--- src/rtl/multicycle_core.sv ---
// multicycle_core: multi-cycle 32-bit R/I/J core with handshaked instruction
// and data memories. FETCH/DECODE/EXEC/MEM/WB are sequenced by one FSM, and
// the core reports retire, halted and illegal status.
// Optional feature macro: CORE_LR_EN. When it is defined, jal/jr use a dedicated
// link register in place of register NREGS-1 and the jr rs operand.
//
// state    | meaning
// ---------+---------------------------------------------------------------
// S_FETCH  | imem request outstanding; latch instruction on ack
// S_DECODE | read rs/rt, classify; halt or illegal go to S_HALT
// S_EXEC   | ALU / address / branch target; branches commit here
// S_MEM    | dmem request outstanding; sw commits on ack
// S_WB     | register write and PC update; commit cycle
// S_HALT   | terminal until rst
module multicycle_core #(
    parameter int              XLEN     = 32,
    parameter int              NREGS    = 32,
    parameter logic [XLEN-1:0] RESET_PC = '0
) (
    input  logic            clk,
    input  logic            rst,
    output logic            imem_req,
    output logic [XLEN-1:0] imem_addr,
    input  logic            imem_ack,
    input  logic [31:0]     imem_rdata,
    output logic            dmem_req,
    output logic            dmem_we,
    output logic [XLEN-1:0] dmem_addr,
    output logic [XLEN-1:0] dmem_wdata,
    input  logic            dmem_ack,
    input  logic [XLEN-1:0] dmem_rdata,
    output logic [XLEN-1:0] pc_out,
    output logic            retire,
    output logic            halted,
    output logic            illegal
);
    localparam int RW = (NREGS > 1) ? $clog2(NREGS) : 1;

    typedef enum logic [2:0] {S_FETCH, S_DECODE, S_EXEC, S_MEM, S_WB, S_HALT} state_t;
    typedef enum logic [3:0] {C_ALU, C_ADDI, C_LW, C_SW, C_BEQ, C_J, C_JAL, C_JR, C_HALT, C_ILL} cls_t;

    state_t          state_q;
    logic [XLEN-1:0] pc_q, rs_val_q, rt_val_q, wb_val_q, dmem_addr_q, dmem_wdata_q;
    logic [31:0]     ir_q;
    logic            imem_req_q, dmem_req_q, dmem_we_q, halted_q, illegal_q;
    logic [XLEN-1:0] regs_q [NREGS];
`ifdef CORE_LR_EN
    logic [XLEN-1:0] lr_q;
`endif

    cls_t            cls;
    logic [5:0]      op, funct;
    logic [4:0]      shamt;
    logic [RW-1:0]   rs_idx, rt_idx, rd_idx, wb_idx;
    logic [XLEN-1:0] imm_sx, pc_plus4, alu_d, wb_d, next_pc_d, jr_tgt;

    assign op       = ir_q[31:26];
    assign funct    = ir_q[5:0];
    assign shamt    = ir_q[10:6];
    assign rs_idx   = ir_q[21 +: RW];
    assign rt_idx   = ir_q[16 +: RW];
    assign rd_idx   = ir_q[11 +: RW];
    assign imm_sx   = {{(XLEN-16){ir_q[15]}}, ir_q[15:0]};
    assign pc_plus4 = pc_q + XLEN'(4);
`ifdef CORE_LR_EN
    assign jr_tgt   = lr_q;
`else
    assign jr_tgt   = rs_val_q;
`endif

    // Classify the latched instruction; anything unlisted is illegal.
    always_comb begin
        cls = C_ILL;
        case (op)
            6'h00: begin
                case (funct)
                    6'h20, 6'h22, 6'h24, 6'h25, 6'h2A, 6'h00, 6'h02: cls = C_ALU;
                    6'h08:   cls = C_JR;
                    default: cls = C_ILL;
                endcase
            end
            6'h08:   cls = C_ADDI;
            6'h23:   cls = C_LW;
            6'h2B:   cls = C_SW;
            6'h04:   cls = C_BEQ;
            6'h02:   cls = C_J;
            6'h03:   cls = C_JAL;
            6'h3F:   cls = C_HALT;
            default: cls = C_ILL;
        endcase
    end

    // R-type ALU result.
    always_comb begin
        alu_d = '0;
        case (funct)
            6'h20:   alu_d = rs_val_q + rt_val_q;
            6'h22:   alu_d = rs_val_q - rt_val_q;
            6'h24:   alu_d = rs_val_q & rt_val_q;
            6'h25:   alu_d = rs_val_q | rt_val_q;
            6'h2A:   alu_d = {{(XLEN-1){1'b0}}, ($signed(rs_val_q) < $signed(rt_val_q))};
            6'h00:   alu_d = rt_val_q << shamt;
            6'h02:   alu_d = rt_val_q >> shamt;
            default: alu_d = '0;
        endcase
    end

    // Writeback value, destination index and next PC for the latched instruction.
    always_comb begin
        wb_d      = alu_d;
        wb_idx    = rd_idx;
        next_pc_d = pc_plus4;
        case (cls)
            C_ADDI: begin wb_d = rs_val_q + imm_sx; wb_idx = rt_idx; end
            C_LW:   wb_idx = rt_idx;
            C_JAL: begin
                wb_d      = pc_plus4;
                wb_idx    = RW'(NREGS - 1);
                next_pc_d = {pc_plus4[XLEN-1:28], ir_q[25:0], 2'b00};
            end
            C_BEQ:  if (rs_val_q == rt_val_q) next_pc_d = pc_plus4 + (imm_sx << 2);
            C_J:    next_pc_d = {pc_plus4[XLEN-1:28], ir_q[25:0], 2'b00};
            C_JR:   next_pc_d = jr_tgt;
            default: ;
        endcase
    end

    // Main sequencer: state, PC, register file and registered handshake outputs.
    always_ff @(posedge clk) begin
        if (rst) begin
            state_q      <= S_FETCH;
            pc_q         <= RESET_PC;
            ir_q         <= '0;
            rs_val_q     <= '0;
            rt_val_q     <= '0;
            wb_val_q     <= '0;
            dmem_addr_q  <= '0;
            dmem_wdata_q <= '0;
            imem_req_q   <= 1'b0;
            dmem_req_q   <= 1'b0;
            dmem_we_q    <= 1'b0;
            halted_q     <= 1'b0;
            illegal_q    <= 1'b0;
            for (int i = 0; i < NREGS; i++) regs_q[i] <= '0;
`ifdef CORE_LR_EN
            lr_q         <= '0;
`endif
        end else begin
            case (state_q)
                S_FETCH: begin
                    // req is only low here in the first cycle after reset
                    if (!imem_req_q) begin
                        imem_req_q <= 1'b1;
                    end else if (imem_ack) begin
                        ir_q       <= imem_rdata;
                        imem_req_q <= 1'b0;
                        state_q    <= S_DECODE;
                    end
                end
                S_DECODE: begin
                    rs_val_q <= regs_q[rs_idx];
                    rt_val_q <= regs_q[rt_idx];
                    if (cls == C_ILL) begin
                        halted_q  <= 1'b1;
                        illegal_q <= 1'b1;
                        state_q   <= S_HALT;
                    end else if (cls == C_HALT) begin
                        halted_q  <= 1'b1;
                        state_q   <= S_HALT;
                    end else begin
                        state_q   <= S_EXEC;
                    end
                end
                S_EXEC: begin
                    wb_val_q <= wb_d;
                    case (cls)
                        C_LW, C_SW: begin
                            dmem_addr_q  <= rs_val_q + imm_sx;
                            dmem_wdata_q <= rt_val_q;
                            dmem_we_q    <= (cls == C_SW);
                            dmem_req_q   <= 1'b1;
                            state_q      <= S_MEM;
                        end
                        C_BEQ, C_J, C_JR: begin
                            pc_q       <= next_pc_d;
                            imem_req_q <= 1'b1;
                            state_q    <= S_FETCH;
                        end
                        default: state_q <= S_WB;
                    endcase
                end
                S_MEM: begin
                    if (dmem_ack) begin
                        dmem_req_q <= 1'b0;
                        dmem_we_q  <= 1'b0;
                        if (cls == C_SW) begin
                            pc_q       <= pc_plus4;
                            imem_req_q <= 1'b1;
                            state_q    <= S_FETCH;
                        end else begin
                            wb_val_q <= dmem_rdata;
                            state_q  <= S_WB;
                        end
                    end
                end
                S_WB: begin
`ifdef CORE_LR_EN
                    if (cls == C_JAL) lr_q <= wb_val_q;
                    else if (wb_idx != '0) regs_q[wb_idx] <= wb_val_q;
`else
                    if (wb_idx != '0) regs_q[wb_idx] <= wb_val_q;
`endif
                    pc_q       <= next_pc_d;
                    imem_req_q <= 1'b1;
                    state_q    <= S_FETCH;
                end
                default: ;
            endcase
        end
    end

    // Commit happens in WB, in EXEC for control flow, and on the sw data ack.
    assign retire = (state_q == S_WB)
                 || ((state_q == S_EXEC) && ((cls == C_BEQ) || (cls == C_J) || (cls == C_JR)))
                 || ((state_q == S_MEM) && dmem_ack && (cls == C_SW));

    assign imem_req   = imem_req_q;
    assign imem_addr  = pc_q;
    assign dmem_req   = dmem_req_q;
    assign dmem_we    = dmem_we_q;
    assign dmem_addr  = dmem_addr_q;
    assign dmem_wdata = dmem_wdata_q;
    assign pc_out     = pc_q;
    assign halted     = halted_q;
    assign illegal    = illegal_q;
endmodule

--- config.mk ---
export PLATFORM = sky130hd
export DESIGN_NAME = multicycle_core
export DESIGN_NICKNAME = d
export VERILOG_FILES = /design/src/rtl/multicycle_core.sv
export SDC_FILE = /design/constraint.sdc
export NUM_CORES = 2
export LEC_CHECK = 0
export ABC_AREA = 1
export BUFFER_PORTS_ARGS = -buffer_cell sky130_fd_sc_hd__buf_2
export CORE_MARGIN = 2
export CORE_UTILIZATION = 35
export DETAILED_ROUTE_END_ITERATION = 8
export PLACE_DENSITY = 0.51
export SYNTH_ARGS = -nofsm -noshare
export SYNTH_HDL_FRONTEND = slang
export SYNTH_SLANG_ARGS = --single-unit
--- constraint.sdc ---
create_clock -name clk -period 3.8 [get_ports clk]
set_input_delay 0.57 -clock clk [delete_from_list [all_inputs] [get_ports clk]]
set_output_delay 0.57 -clock clk [all_outputs]
set_load 0.02 [all_outputs]
== Yosys cells after proc, flatten, opt, wreduce, memory -nomap -nowiden ==
Memories as Yosys holds them, arrays and structs flattened. A register that Yosys moved wholly into a read port is not among the register bits.
Cells that the tools add are included.

* Memories: 1
* Memory bits (writable): 1,024
* Register bits after elaboration: 168
* Logic and storage cells: 132
* Bits of input ports: 68

* Bitwise logic cells: 2
* Reductions and logical operators: 31
* Eq/ne operators: 35
* Magnitude comparators: 1
* Add/subtract/negate cells: 5
* Shift operators: 2
* Mux-type cells: 44

{| class="wikitable"
|+ Memories
! name !! words !! width !! rd ports !! clocked after memory_dff !! write ports !! RTL line !! RTL
|-
| regs_q || 32 || 32 || 2 || 2 || 32 || 46 || <nowiki>logic [XLEN-1:0] regs_q [NREGS];</nowiki>
|}

{| class="wikitable"
|+ Operator list
! kind !! number
|-
| 32-bit 2-to-1 mux || 7
|-
| 32-bit one-hot mux with 7 select lines || 1
|-
| 32-bit one-hot mux with 3 select lines || 2
|-
| 32-bit one-hot mux with 2 select lines || 2
|-
| 32-bit adder || 3
|-
| 6-bit == test, second input constant || 8
|-
| 32-bit by 3-bit adder with 32-bit output, second input constant || 1
|-
| 32-bit bitwise AND || 1
|-
| 32-bit == test || 1
|-
| 32-bit < comparator || 1
|-
| 32-bit bitwise OR || 1
|-
| 4-bit one-hot mux with 8 select lines || 1
|-
| 32-bit OR reduction || 1
|-
| 32-bit by 5-bit << shifter with 32-bit output || 1
|-
| 32-bit by 5-bit right shift with 32-bit output || 1
|-
| 32-bit subtractor || 1
|-
| 6-bit by 2-bit == test with 1-bit output, second input constant || 3
|-
| 3-bit 2-to-1 mux || 6
|-
| 1-bit 2-to-1 mux || 17
|-
| 4-bit by 3-bit == test with 1-bit output, second input constant || 4
|-
| 3-bit one-hot mux with 5 select lines || 1
|-
| 6-bit by 4-bit == test with 1-bit output, second input constant || 2
|-
| 6-bit logical NOT || 2
|-
| 4-bit AND reduction || 3
|-
| other kinds (27) || 49
|}

== Logic depth before layout (Yosys ltp) ==
* Depth after elaboration: 14
* Mapped depth: 25
* Gate-level depth less buffers: 25

== Least setup slack after synthesis ==
OpenSTA, ideal clock, no wires.

* Kind: reg-to-reg
* From: reg ir_q[15]
* To: mem regs_q[11][0], enable pin
* Setup time: 389 ps
* Data arrival time: 2,939 ps
* Setup slack: 471 ps
* Buffers on the path: 1
* Period minus slack after synthesis: 3,329 ps
* Stages on the path, launching flop included: 10
* Path through: dfxtp_1 -> o22ai_1 -> nand2_1 -> nor2_1 -> nand2_1 -> nand2_1 -> nor3_4 -> nand2_1 -> buf_2 -> nand2_1

{| class="wikitable"
|+ RTL lines
! item !! RTL line !! RTL
|-
| start: declaration || 44 || <nowiki>logic [31:0] ir_q;</nowiki>
|-
| start signal: assignment || 155 || <nowiki>ir_q <= imem_rdata;</nowiki>
|-
| end: declaration || 46 ||
|}

== Worst setup path after layout ==
* From: reg rt_val_q[21], read port of regs_q
* To: reg pc_q[19], in the netlist imem_addr[19]

* Word-level cells in the longest chain between the ends: 5

{| class="wikitable"
|+ Ends and longest elaborated chain
! item !! RTL line !! RTL
|-
| start: declaration || 43 || <nowiki>logic [XLEN-1:0] pc_q, rs_val_q, rt_val_q, wb_val_q, dmem_addr_q, dmem_wdata_q;</nowiki>
|-
| 32-bit == test (*) || 121 || <nowiki>C_BEQ: if (rs_val_q == rt_val_q) next_pc_d = pc_plus4 + (imm_sx << 2);</nowiki>
|-
| 32-bit 2-to-1 mux (*) || 121 ||
|-
| 32-bit one-hot mux with 3 select lines (*) || 113 || <nowiki>case (cls)</nowiki>
|-
| 32-bit 2-to-1 mux || 176 || <nowiki>case (cls)</nowiki>
|-
| 32-bit one-hot mux with 3 select lines (*) || 149 || <nowiki>case (state_q)</nowiki>
|-
| end signal: assignment || 185 || <nowiki>pc_q <= next_pc_d;</nowiki>
|-
| end signal: assignment || 197 || <nowiki>pc_q <= pc_plus4;</nowiki>
|-
| end signal: assignment || 213 || <nowiki>pc_q <= next_pc_d;</nowiki>
|-
| end: declaration || 43 ||
|}

Every way passes the cells marked *; elsewhere a longest branch is shown, timed or not. The select of a mux whose other input is x is not followed.
A chain may end at the register's enable or synchronous reset.

==> metrics.md <==
| Metric | Value |
|---|---|
| Final worst slack | `between 0.1 and 0.15 ns` |
| Setup crit start kind | `register` |
| CP required | `4.54 ns` |
| Most used DFF post-synth | `edfxtp_1` |
| Utilization after layout | `0.412` |
| CP Max Fanout | `6` |
| Routed wire length | `401 mm` |
| Reg-to-reg slack, setup | `0.14 ns` |
| DP Wirelength | `between 200 and 300 mm` |
| Share of layout cells above drive strength 1 | `0.121` |
| Crit path cell chain | `inv_1 > ha_1 > nor2_1 > buf_4 > nand2_1 > nor2_1 > nand2_1 > nor2_1 > buf_4 > inv_1 > nor2_1 > buf_4 > buf_4 > a21boi_0 > o21ai_0 > o211ai_1 > nand2_1 > a21oi_1` |
| Endpoints failing hold | `0` |
| First-pass GRT wire length | `560 mm` |
| TritonCTS Buffers | `154` |
| Io pins | `202` |
| Die Width | `approximately 470 microns` |
| Overall routing resource usage | `0.346` |
| Reg-to-reg startpoint | `rt_val_q[21]` |
| Power density over cell area | `795 nW/um^2` |
| Final net count | `10,700` |
| Clock period minus worst slack | `3.66 ns` |
| Fin. max-slew vios | `0` |
| Outcome | `finished, final reports clean` |
| Sequential area share after synthesis | `0.459` |
| Total congestion overflow | `0` |
| # port buffers | `201` |
| Clock transition at the registers of the reported paths | `0.06 ns` |
| Final setup fails | `0` |
| Setup TNS | `0 ns` |
| Crit path max-delay cell type | `dfxtp_1` |
| Register bit count reported by yosys | `~1,300` |
| Die Area | `224,000 sq um` |
| Top delay family on crit path | `simple AND/OR/NAND/NOR gates` |
| Asr flop ratio synth | `0` |
| Antenna Violating Nets Remaining | `0` |
| Synth unique cells | `between 40 and 50` |
| P_leak | `~35 nW` |
| First drt pass iteration count | `9` |
| Max-Cap Viols | `0` |
| Final period util | `0.964` |
| Rel. slew slack | `0.181` |
| Max Fclk | `0.273 GHz` |
| Mapped Cells | `approximately 10,000` |
| Root Buffer | `clkbuf_16` |
| Vias | `just over 80,000` |
| Final RePlAce weighted congestion | `roughly 1.0` |
| Vias per inst | `5.98` |
| Most common cell in the netlist | `nor2_1` |
| Most frequent cells after synthesis | `nor2_1 (2,715), o21ai_0 (1,657), nand2_1 (1,162)` |
| Die Ht | `roughly 470 microns` |
| R2R depth | `18` |
| Hold path cells | `3` |
| Hold endpoint | `ir_q[21]` |
| Dpl cells | `13,200` |
| Cell Area, Synth | `77,000 sq um` |
| Vias in the first global route | `75,300` |
| Final std cells w/o fill | `13,500` |
| # clock sinks | `1,256` |
| Actual slew at the worst max-slew pin | `between 1 and 1.5 ns` |
| CTS max path bufs | `3` |
| CP Class | `reg -> reg` |
| Initial antenna violation count | `11` |
| Largest net degree at the start of global routing | `132` |
| Worst min-delay path class | `in -> reg` |
| RSZ-0062 raised after global routing | `true` |
| Hold Path Origin | `imem_rdata[21]` |
| Synth top area share | `0.399` |
| Pre-CTS setup slack | `~0.16 ns` |
| WP buf/inv | `6` |
| Syn avg cell area | `7.52 sq um` |
| CP arrival | `4.41 ns` |
| VDD IR-drop max | `0.500 mV` |
| CP endpoint kind | `register` |
| Yosys warns | `0` |
| DRC | `0` |
| Synth area leaders | `edfxtp_1 (40%), nor2_1 (13%), o21ai_0 (11%), dfxtp_1 (6.0%), nand2_1 (5.7%)` |
| Count of flip-flops with a built-in enable after synthesis | `1,024` |
| CTS tree | `built` |
| Dominant cell type by area after synthesis | `edfxtp_1` |
| CP max stage delay | `0.42 ns` |
| Skew final | `0.0601 ns` |
| Row count | `~170` |
| Clk Latency, worst-skew pair | `around 0.85 ns` |
| Core Area | `between 200,000 and 250,000 sq um` |
| Wire per inst | `around 30 microns` |
| 1st-iter DRT viols | `11,000` |
| Reg-to-Reg End | `imem_addr[19]` |
| Initial Util | `0.351` |
| Layout area overhead | `17.4%` |
| Number of H-tree levels | `4` |
==> how the worst max path moves through the flow <==
| stage | start | end | slack [ns] | cells after the start |
|---|---|---|---|---|
| 3_3_place_gp | imem_addr[6] | imem_addr[31] | 0.07 | 23 |
| 5_1_grt | imem_addr[6] | imem_addr[31] | -0.06 | 23 |
| 4_1_cts | imem_addr[9] | imem_addr[19] | 0.11 | 17 |
| 3_5_place_dp | imem_addr[9] | imem_addr[19] | 0.16 | 17 |
| 2_1_floorplan | ir_q[15] | regs_q[11][0] | 0.47 | 9 |
| 6_report | rt_val_q[21] | imem_addr[19] | 0.14 | 18 |
==> power breakdown <==
part / total (W) / leakage (nW) / switching (W) / internal, W
combinational: 0.0397 / 20.4 / 0.0285 / 0.0112
clock: 0.0151 / 2.46 / 0.00650 / 0.00856
sequential: 0.0171 / 12.5 / 0.00123 / 0.0159
total: 0.0719 / 35.3 / 0.0362 / 0.0357
==> layout make-up <==
class	count	area, sq um
antenna	6	15.0
clock buffer	206	4230
clock inverter	72	811
fill	22300	129000
inverter	572	2190
multi-input combinational	7610	36600
sequential	1256	35400
tap	2871	3590
timing repair buffer	903	7560
==> per-layer routing <==
metal	part of all wire	GRT usage
met5	0.000080	0
met3	0.096	0.0636
met2	0.44	0.539
met1	0.39	0.443
met4	0.076	0.222
==> worst register-to-register path: stages (launching register included) <==
cell and delay (ns):
dfxtp_1 0.42, inv_1 0.21, ha_1 0.39, nor2_1 0.13, buf_4 0.17, nand2_1 0.11, nor2_1 0.36, nand2_1 0.12
nor2_1 0.14, buf_4 0.19, inv_1 0.06, nor2_1 0.09, buf_4 0.20, buf_4 0.17, a21boi_0 0.16, o21ai_0 0.10
o211ai_1 0.25, nand2_1 0.13, a21oi_1 0.14
==> through the flow <==
stage	hold WS, ns	cell area [sq um]	power [W]
floorplan	0.445	77100	0.0360
global placement	0.445	85100	0.0554
detailed placement	0.455	85100	0.0556
CTS	0.0214	90200	0.0706
global route	0.0461	90400	0.0746
finish	0.0463	90400	0.0719
==> layout by cell type (no fill, tap or decap), types with 27 or more instances in the layout <==
master / synthesis / layout
buf_4: 32 / 594
clkinv_1: 6 / 27
nand3_1: 465 / 463
nor3_1: 42 / 38
inv_1: 564 / 551
dfxtp_1: 232 / 214
conb_1: 1 / 32
ha_1: 157 / 152
o21ai_0: 1657 / 1654
clkbuf_1: 684 / 37
edfxtp_1: 1024 / 1024
buf_12: 0 / 101
o22ai_1: 580 / 580
nand2_1: 1162 / 1097
nand2_2: 0 / 65
o211ai_1: 65 / 65
a21oi_1: 408 / 405
clkbuf_16: 0 / 157
buf_2: 90 / 200
nand4_1: 55 / 55
nor2_1: 2715 / 2702
xor2_1: 31 / 27
o221ai_1: 67 / 67
==> cells by family after synthesis <==
logic type      count (synthesis)  synth area share
xor+xnor                       41           0.00466
mux                             2          0.000260
fa+ha+maj                     161            0.0265
simple gates                 4502             0.232
other cells                     1         0.0000487
compound gates               2872             0.205
buf+inv                      1414            0.0719
flops                        1256             0.459
==> repair_timing <==
action                                  in CTS  in global routing
endpoints found under the hold margin        6                  0
endpoints found under the setup margin       0                492
hold buffers                                 6                  0
gates resized for setup                      0                 52
buffers inserted                             0                  4
==> flip-flops by register name, summed over array words and instances (netlist names) <==
signal      flops
wb_val_q       32
halted          1
dmem_we         1
dmem_wdata     32
state_q         3
ir_q           32
imem_addr      32
dmem_addr      32
dmem_req        1
illegal         1
rt_val_q       32
regs_q       1024
imem_req        1
jr_tgt         32
Power figures use the tool's default switching activity.
